File: src/rtl/lsu_bus_bridge.sv
// Load/store bridge: one valid/ready data-memory transaction per CPU request, with
// misalignment rejection. Define LSU_TIMEOUT_EN to add the response timeout counter.
module lsu_bus_bridge #(
  parameter int TIMEOUT_CYCLES = 16
) (
  input  logic        clk,
  input  logic        rst_n,
  input  logic [31:0] addr_cpu,
  input  logic [31:0] data_cpu_o,
  input  logic [3:0]  strb_cpu,
  input  logic [1:0]  size_cpu,
  input  logic        wvalid_cpu,
  input  logic        rvalid_cpu,
  output logic [31:0] data_cpu_i,
  output logic        lsu_busy,
  output logic        lsu_done,
  output logic        lsu_err,
  output logic [31:0] m_addr,
  output logic [31:0] m_wdata,
  output logic [3:0]  m_wstrb,
  output logic        m_we,
  output logic        m_valid,
  input  logic        m_ready,
  input  logic        m_rvalid,
  input  logic [31:0] m_rdata,
  input  logic        m_err
);

  typedef enum logic [1:0] {S_IDLE, S_REQ, S_RESP, S_DONE} state_t;

  state_t      r_state, w_next;
  logic        r_err, r_is_load;
  logic        w_req, w_conflict, w_misalign, w_reject, w_timeout;
  logic        w_strb_ok;
  logic [1:0]  w_low_idx;

  if (TIMEOUT_CYCLES < 2) begin : g_param_check
    $error("TIMEOUT_CYCLES must be at least 2");
  end

  assign w_req      = wvalid_cpu | rvalid_cpu;
  assign w_conflict = wvalid_cpu & rvalid_cpu;
  assign w_reject   = w_conflict | w_misalign;

  // Only contiguous, naturally sized strobe patterns are legal; the lowest lane must match the address.
  // NOTE: every always_comb output gets a default first so no path can infer a latch.
  always_comb begin
    w_strb_ok = 1'b0;
    w_low_idx = 2'd0;
    case (strb_cpu)
      4'b0001, 4'b0011, 4'b1111: begin w_strb_ok = 1'b1; w_low_idx = 2'd0; end
      4'b0010:                   begin w_strb_ok = 1'b1; w_low_idx = 2'd1; end
      4'b0100, 4'b1100:          begin w_strb_ok = 1'b1; w_low_idx = 2'd2; end
      4'b1000:                   begin w_strb_ok = 1'b1; w_low_idx = 2'd3; end
      default:                   begin w_strb_ok = 1'b0; w_low_idx = 2'd0; end
    endcase
  end

  always_comb begin
    w_misalign = 1'b0;
    if (rvalid_cpu) begin
      case (size_cpu)
        2'b01:   w_misalign = addr_cpu[0];
        2'b10:   w_misalign = (addr_cpu[1:0] != 2'b00);
        2'b11:   w_misalign = 1'b1;
        default: w_misalign = 1'b0;
      endcase
    end else begin
      w_misalign = !w_strb_ok || (w_low_idx != addr_cpu[1:0]);
    end
  end

`ifdef LSU_TIMEOUT_EN
  localparam int CNT_W = (TIMEOUT_CYCLES > 2) ? $clog2(TIMEOUT_CYCLES) : 1;
  logic [CNT_W-1:0] r_cnt;

  // Held at zero outside REQ/RESP, so it is already clear on entry to REQ.
  always_ff @(posedge clk or negedge rst_n) begin
    if (!rst_n)                                      r_cnt <= '0;
    else if (r_state == S_REQ || r_state == S_RESP)  r_cnt <= r_cnt + 1'b1;
    else                                             r_cnt <= '0;
  end

  assign w_timeout = (r_state == S_REQ || r_state == S_RESP) &&
                     (r_cnt == CNT_W'(TIMEOUT_CYCLES - 1));
`else
  assign w_timeout = 1'b0;
`endif

  // NOTE: sequential state uses non-blocking assignments so all flops update together.
  always_ff @(posedge clk or negedge rst_n) begin
    if (!rst_n) r_state <= S_IDLE;
    else        r_state <= w_next;
  end

  always_comb begin
    w_next = r_state;
    case (r_state)
      S_IDLE:  if (w_req) w_next = w_reject ? S_DONE : S_REQ;
      S_REQ:   if (w_timeout) w_next = S_DONE;
               else if (m_ready) w_next = S_RESP;
      S_RESP:  if (m_rvalid || w_timeout) w_next = S_DONE;
      S_DONE:  w_next = S_IDLE;
      default: w_next = S_IDLE;
    endcase
  end

  always_ff @(posedge clk or negedge rst_n) begin
    if (!rst_n) begin
      m_addr     <= '0;
      m_wdata    <= '0;
      m_wstrb    <= '0;
      m_we       <= 1'b0;
      m_valid    <= 1'b0;
      data_cpu_i <= '0;
      r_err      <= 1'b0;
      r_is_load  <= 1'b0;
    end else begin
      case (r_state)
        S_IDLE: begin
          if (w_req) begin
            r_err <= w_reject;
            if (!w_reject) begin
              m_addr    <= {addr_cpu[31:2], 2'b00};
              m_wdata   <= data_cpu_o;
              m_wstrb   <= wvalid_cpu ? strb_cpu : 4'b0000;
              m_we      <= wvalid_cpu;
              m_valid   <= 1'b1;
              r_is_load <= rvalid_cpu;
            end
          end
        end
        S_REQ: begin
          if (w_timeout) begin
            m_valid <= 1'b0;
            r_err   <= 1'b1;
          end else if (m_ready) begin
            m_valid <= 1'b0;
          end
        end
        S_RESP: begin
          // A response in the final counted cycle still wins over the timeout.
          if (m_rvalid) begin
            r_err <= m_err;
            if (r_is_load && !m_err) data_cpu_i <= m_rdata;
          end else if (w_timeout) begin
            r_err <= 1'b1;
          end
        end
        default: ;
      endcase
    end
  end

  assign lsu_busy = (r_state != S_IDLE);
  assign lsu_done = (r_state == S_DONE);
  assign lsu_err  = (r_state == S_DONE) && r_err;

endmodule

File: config.mk
export PLATFORM = sky130hd
export DESIGN_NAME = lsu_bus_bridge
export DESIGN_NICKNAME = d
export VERILOG_FILES = /design/src/rtl/lsu_bus_bridge.sv
export SDC_FILE = /design/constraint.sdc
export NUM_CORES = 1
export LEC_CHECK = 0
export CAP_MARGIN = 0
export CORE_MARGIN = 5
export CORE_UTILIZATION = 30
export DETAILED_ROUTE_END_ITERATION = 10
export PLACE_DENSITY = 0.62
export SYNTH_ARGS = -nofsm -noshare
export SYNTH_HDL_FRONTEND = slang
export SYNTH_SLANG_ARGS = --single-unit
File: constraint.sdc
create_clock -name clk -period 2.4 [get_ports clk]
set_input_delay 0.48 -clock clk [delete_from_list [all_inputs] [get_ports clk]]
set_output_delay 0.48 -clock clk [all_outputs]
set_load 0.05 [all_outputs]
* Word level (Yosys, flattened, before mapping)
Cells that the tools add are included.
** Word-level totals
- Latch bits :: 0
- ROM bits :: 0
- Input bits :: 109
- Bits in registers :: 104
- Memories kept :: 0
- Memory bits (writable) :: 0
** Operators by class
- Bitwise logic cells :: 4
- Shifts and indexed selects :: 0
- $lt $le $gt $ge :: 0
- Add/subtract/negate cells :: 0
- Divide/modulo/power cells :: 0
- Equality and inequality tests :: 18
- Multipliers :: 0
- Mux-type cells :: 17
- Reductions and logical operators :: 17
** Operators with widths (number)
- 4-bit == test, second input constant :: 3
- 3-bit AND reduction :: 4
- 2-bit == test, second input constant :: 4
- 4-bit by 2-bit == test with 1-bit output, second input constant :: 2
- 2-bit 2-to-1 mux :: 4
- 2-bit != test, second input constant :: 4
- 2-bit one-hot mux with 4 select lines :: 1
- 2-bit nonzero test :: 4
- 1-bit 2-to-1 mux :: 7
- 7-bit OR reduction :: 1
- 2-bit one-hot mux with 3 select lines :: 1
- 2-bit by 1-bit == test with 1-bit output, second input constant :: 2
- 4-bit by 1-bit == test with 1-bit output, second input constant :: 1
- 4-bit by 3-bit == test with 1-bit output, second input constant :: 1
- 4-bit 2-to-1 mux :: 1
- 1-bit one-hot mux with 2 select lines :: 2
- 4-bit AND reduction :: 1
- 1-bit one-hot mux with 3 select lines :: 1
- 1-bit logical AND :: 2
- 1-bit zero test :: 2
- 2-bit zero test :: 1
- 2-bit != test :: 1
- 1-bit OR :: 2
- 2-bit OR reduction :: 1
- 3 further kinds :: 3

* Longest topological paths before layout
- Depth in word-level cells :: 10
- Gate-level depth with buffers :: 8

* Worst setup path before layout
No wires, ideal clock.
- Kind :: register -> register
- Start :: register r_state[0]
- End :: register m_addr[10]
- Required time :: 2275 ps
- Buffers on the path :: 2
- Setup time :: 125 ps
- Slack :: 308 ps
- Period minus slack after synthesis :: 2092 ps
- Arrival time :: 1967 ps
- Stages on the path, launching flop included :: 9
- Path through :: dfrtp_1 > inv_1 > ha_1 > inv_1 > nor2_1 > a21o_4 > buf_12 > buf_12 > mux2_4
** On the way
- Word-level cells in the longest chain between the ends :: 2
** Ends and longest elaborated chain
- from (decl) :: RTL line 31 : state_t r_state, w_next;
- from (signal assigned) :: RTL line 93 : else r_state <= w_next;
- 2-bit zero test :: RTL line 119 : case (r_state)
- 3-bit AND reduction (no source line)
- to (signal assigned) :: RTL line 124 : m_addr <= {addr_cpu[31:2], 2'b00};
- to (decl) :: RTL line 18 : output logic [31:0] m_addr,
No other way between the ends.
A chain may end at the register's enable or synchronous reset.

* Worst setup path in the final report
- Start :: input strb_cpu[2]
- End :: register m_addr[13]
** On the way
- Word-level cells in the longest chain between the ends :: 9
** Ends and longest elaborated chain
- from (decl) :: RTL line 10 : input logic [3:0] strb_cpu,
- 4-bit by 3-bit == test with 1-bit output, or another cell as far along :: RTL line 50 : case (strb_cpu)
- 2-bit OR reduction or 7-bit OR reduction (tied branches)
- 2-bit one-hot mux with 3 select lines or 1-bit 2-to-1 mux (tied branches) :: RTL line 50
- 2-bit != test or 1-bit zero test (tied branches) :: RTL line 69 : w_misalign = !w_strb_ok || (w_low_idx != addr_cpu[1:0]);
- 1-bit logical OR * :: RTL line 69
- 1-bit 2-to-1 mux * :: RTL line 61 : if (rvalid_cpu) begin
- 1-bit OR * :: RTL line 43 : assign w_reject = w_conflict | w_misalign;
- 1-bit inverter (no source line) *
- 3-bit AND reduction (no source line) *
Mark *: on every way between the ends. The rest lies on a longest branch, timed or not.

==> results.yml <==
yosys:
  ys_warn_count: 0
  synthesis.area_um2: 4451
  avgSynthCellArea_um2: 16.67
  yosysTopAreaCell: "dfrtp_1"
  synth.distinct_cells: 32
  synth_top_area_frac: 0.5848
  ys_ff_latch: 104
  synthTopCellsByArea: "dfrtp_1 (58%), mux2_4 (20%), mux2_2 (8.9%), buf_12 (3.1%), ha_1 (1.1%)"
  ys_seq_area_frac: 0.5848
  syn_inst: 267
critical_path:
  cp.required_ns: 2.63
  crit_chain: "clkdlybuf4s50_1 > a21oi_1 > o31a_1 > a2111oi_4 > a21o_4 > buf_12 > mux2_4"
  crit_type: "in -> reg"
  path_buf_inv: 2
  crit_family: "compound AO/OA/AOI/OAI gates"
  critPathMaxFanout: 15
  cp-end-kind: "register"
  start_kind: "input pin"
  worstPathArrival_ns: 2.53
  cpMaxStageDelayCell: "clkdlybuf4s50_1"
  slowest_delay_ns: 0.59
job:
  maxCapViolCount: 0
layout:
  layout_common_cells: "clkdlybuf4s50_1 (208), dfrtp_1 (104), mux2_4 (60)"
  area_delta_synth_final_pct: 60.16
  drive_gt1_frac: 0.2720
  layout_commonest_cell: "clkdlybuf4s50_1"
  diodes: 0
  design_area_um2: 7128
  final_cells: 684
  final_util: 0.4904
  layout.nets: 608
  fillCellCount: 1275
grt:
  overflow: 0
  grt_max_degree: 49
  grt_first_pass_wirelength_um: 18670
  antenna_found_initial: 0
  grt_pass1_vias: 3354
  grtUsageTotal: 0.1333
die:
  dieHeight_um: 131.8
  initial_core_util: 0.3062
  rows: 44
  dieArea_um2: 17370
  die_w_um: 131.8
  core_um2: 14530
  io_pins: 214
cts:
  cts_root_buffer: "clkbuf_16"
  clk_latency_ns: 0.35
  clock_tree.buffer_depth: 2
  clk_pin_slew_worst_paths_ns: 0.07
  cts_setup_buffers: 0
  cts_tree: "done"
  htreeDepth: 3
  cts.sinks: 104
  cts-buffers-inserted: 9
  cts_hold_buffers: 0
power_and_ir_drop:
  finalPower_mw: 11.32
  ir_worst_vdd_mv: 0.6939
  power_density_nw_per_um2: 1587
  power_leakage_nw: 3.073
timing:
  tns_ns: 0
  period_minus_slack_ns: 2.306
  worstMarginPinSlew_ns: 0.5450
  fin_skew_ns: 0.004717
  relSlewSlack: 0.6356
  max_freq_mhz: 433.7
  finalSetupViolCount: 0
  setup_ws_ns: 0.09443
  fin_crit_sh: 0.9607
  timing.final.hold_violations: 0
  timing.hold.ws_ns: 0.08693
  slew_viol_final: 0
  grt_setup_unrepaired: "false"
routing:
  ant_nets: 0
  vias: 3031
  wl_um: 11630
  drc: 0
  wire_per_inst_um: 17.00
  dr.pass1.iters: 4
  via_per_inst: 4.431
  drt_iter0_markers: 71
status:
  status: "finished, final reports clean"
placement:
  dp_cells: 668
  place_ws_ns: -0.2478
  gp_congestion: 0.8073
  placed_cell_area_um2: 6819
  dpl.hpwl_um: 8923
  io_buffers: 211
hold_path:
  hp-class: "in -> async"
logic make-up (layout without fill, tap and decap cells):
family,after synthesis,in the layout,synth area share
flip-flops,104,104,0.5848
multiplexers,95,95,0.2910
AO/OA/AOI/OAI,24,24,0.04358
AND/OR/NAND/NOR,21,21,0.02615
buffers and inverters,18,250,0.04245
adder cells (fa/ha/maj),4,4,0.01125
other,1,2,0.0008426
layout make-up:
class,count,area (um2),share of cell area
Sequential cell,104,2603,0.3651
Tap cell,184,230.2,0.03230
Timing Repair Buffer,229,2303,0.3232
Clock inverter,6,66.31,0.009303
Clock buffer,10,239.0,0.03353
Inverter,5,18.77,0.002633
Multi-Input combinational cell,146,1668,0.2340
cell usage after synthesis:
cell       count
buf_4          2
nor3_1         2
o211a_1        1
inv_1          5
o21a_1         1
nand2_1        2
a2111oi_4      1
o2bb2ai_1      2
o21ai_1        1
dfrtp_1      104
a22o_1         4
and2_2         1
o21ai_0        3
a21o_1         1
or3b_2         1
a21oi_1        5
o31a_1         1
conb_1         1
nor3b_1        3
buf_12         7
ha_1           4
nor2_1         7
a211oi_1       1
mux2_4        60
o22ai_1        1
a21o_4         1
nand4b_1       1
a31oi_1        1
mux2_2        35
clkbuf_1       4
nor2b_1        3
and2_1         1
power by group:
part	internal [mW]	switching, mW
Sequential	2.62	0.484
Clock	0.839	0.652
Combinational	2.67	4.05
Total	6.13	5.19
sequential cells by signal (all words and copies together) (netlist names):
signal	flops
data_cpu_i	32
m_addr	30
m_valid	1
m_wdata	32
m_we	1
m_wstrb	4
r_err	1
r_is_load	1
r_state	2
what timing repair did:
action                                 4_1_cts  5_1_grt
endpoints found under the hold margin        0        0
setup endpoints to repair                    1        6
resized for setup                            1        1
routing by layer:
layer	vias up	wire, um	part of all wire	track usage
met5	-	0	0	0
met4	0	144	0.012	0.03657
met3	11	877	0.075	0.05840
met2	129	5730	0.49	0.2198
met1	1495	4878	0.42	0.1591
li1	1396	-	-	-
worst reg2reg max path, delay by kind of cell, from the launching register on:
| kind | cells | cell delay [ns] |
|---|---|---|
| DFF | 1 | 0.41 |
| muxes | 1 | 0.33 |
| AOI/OAI and AO/OA | 2 | 0.34 |
| buffers and inverters | 2 | 0.29 |
| adders and majority gates | 1 | 0.23 |
| and+or+nand+nor | 1 | 0.19 |
path summary, 6_finish.rpt:
path	slack, ns	to	cells after the start	startpoint
max in group asynchronous	1.68	m_addr[8]	2	rst_n
worst max-delay path	0.09	m_addr[13]	7	strb_cpu[2]
worst min-delay path	0.09	data_cpu_i[24]	1	rst_n
worst max register to register	0.49	m_addr[13]	7	r_state[0]
min in group clk	0.48	m_we	1	m_we
worst min register to register	0.48	m_we	1	m_we
Power figures use the tool's default switching activity.
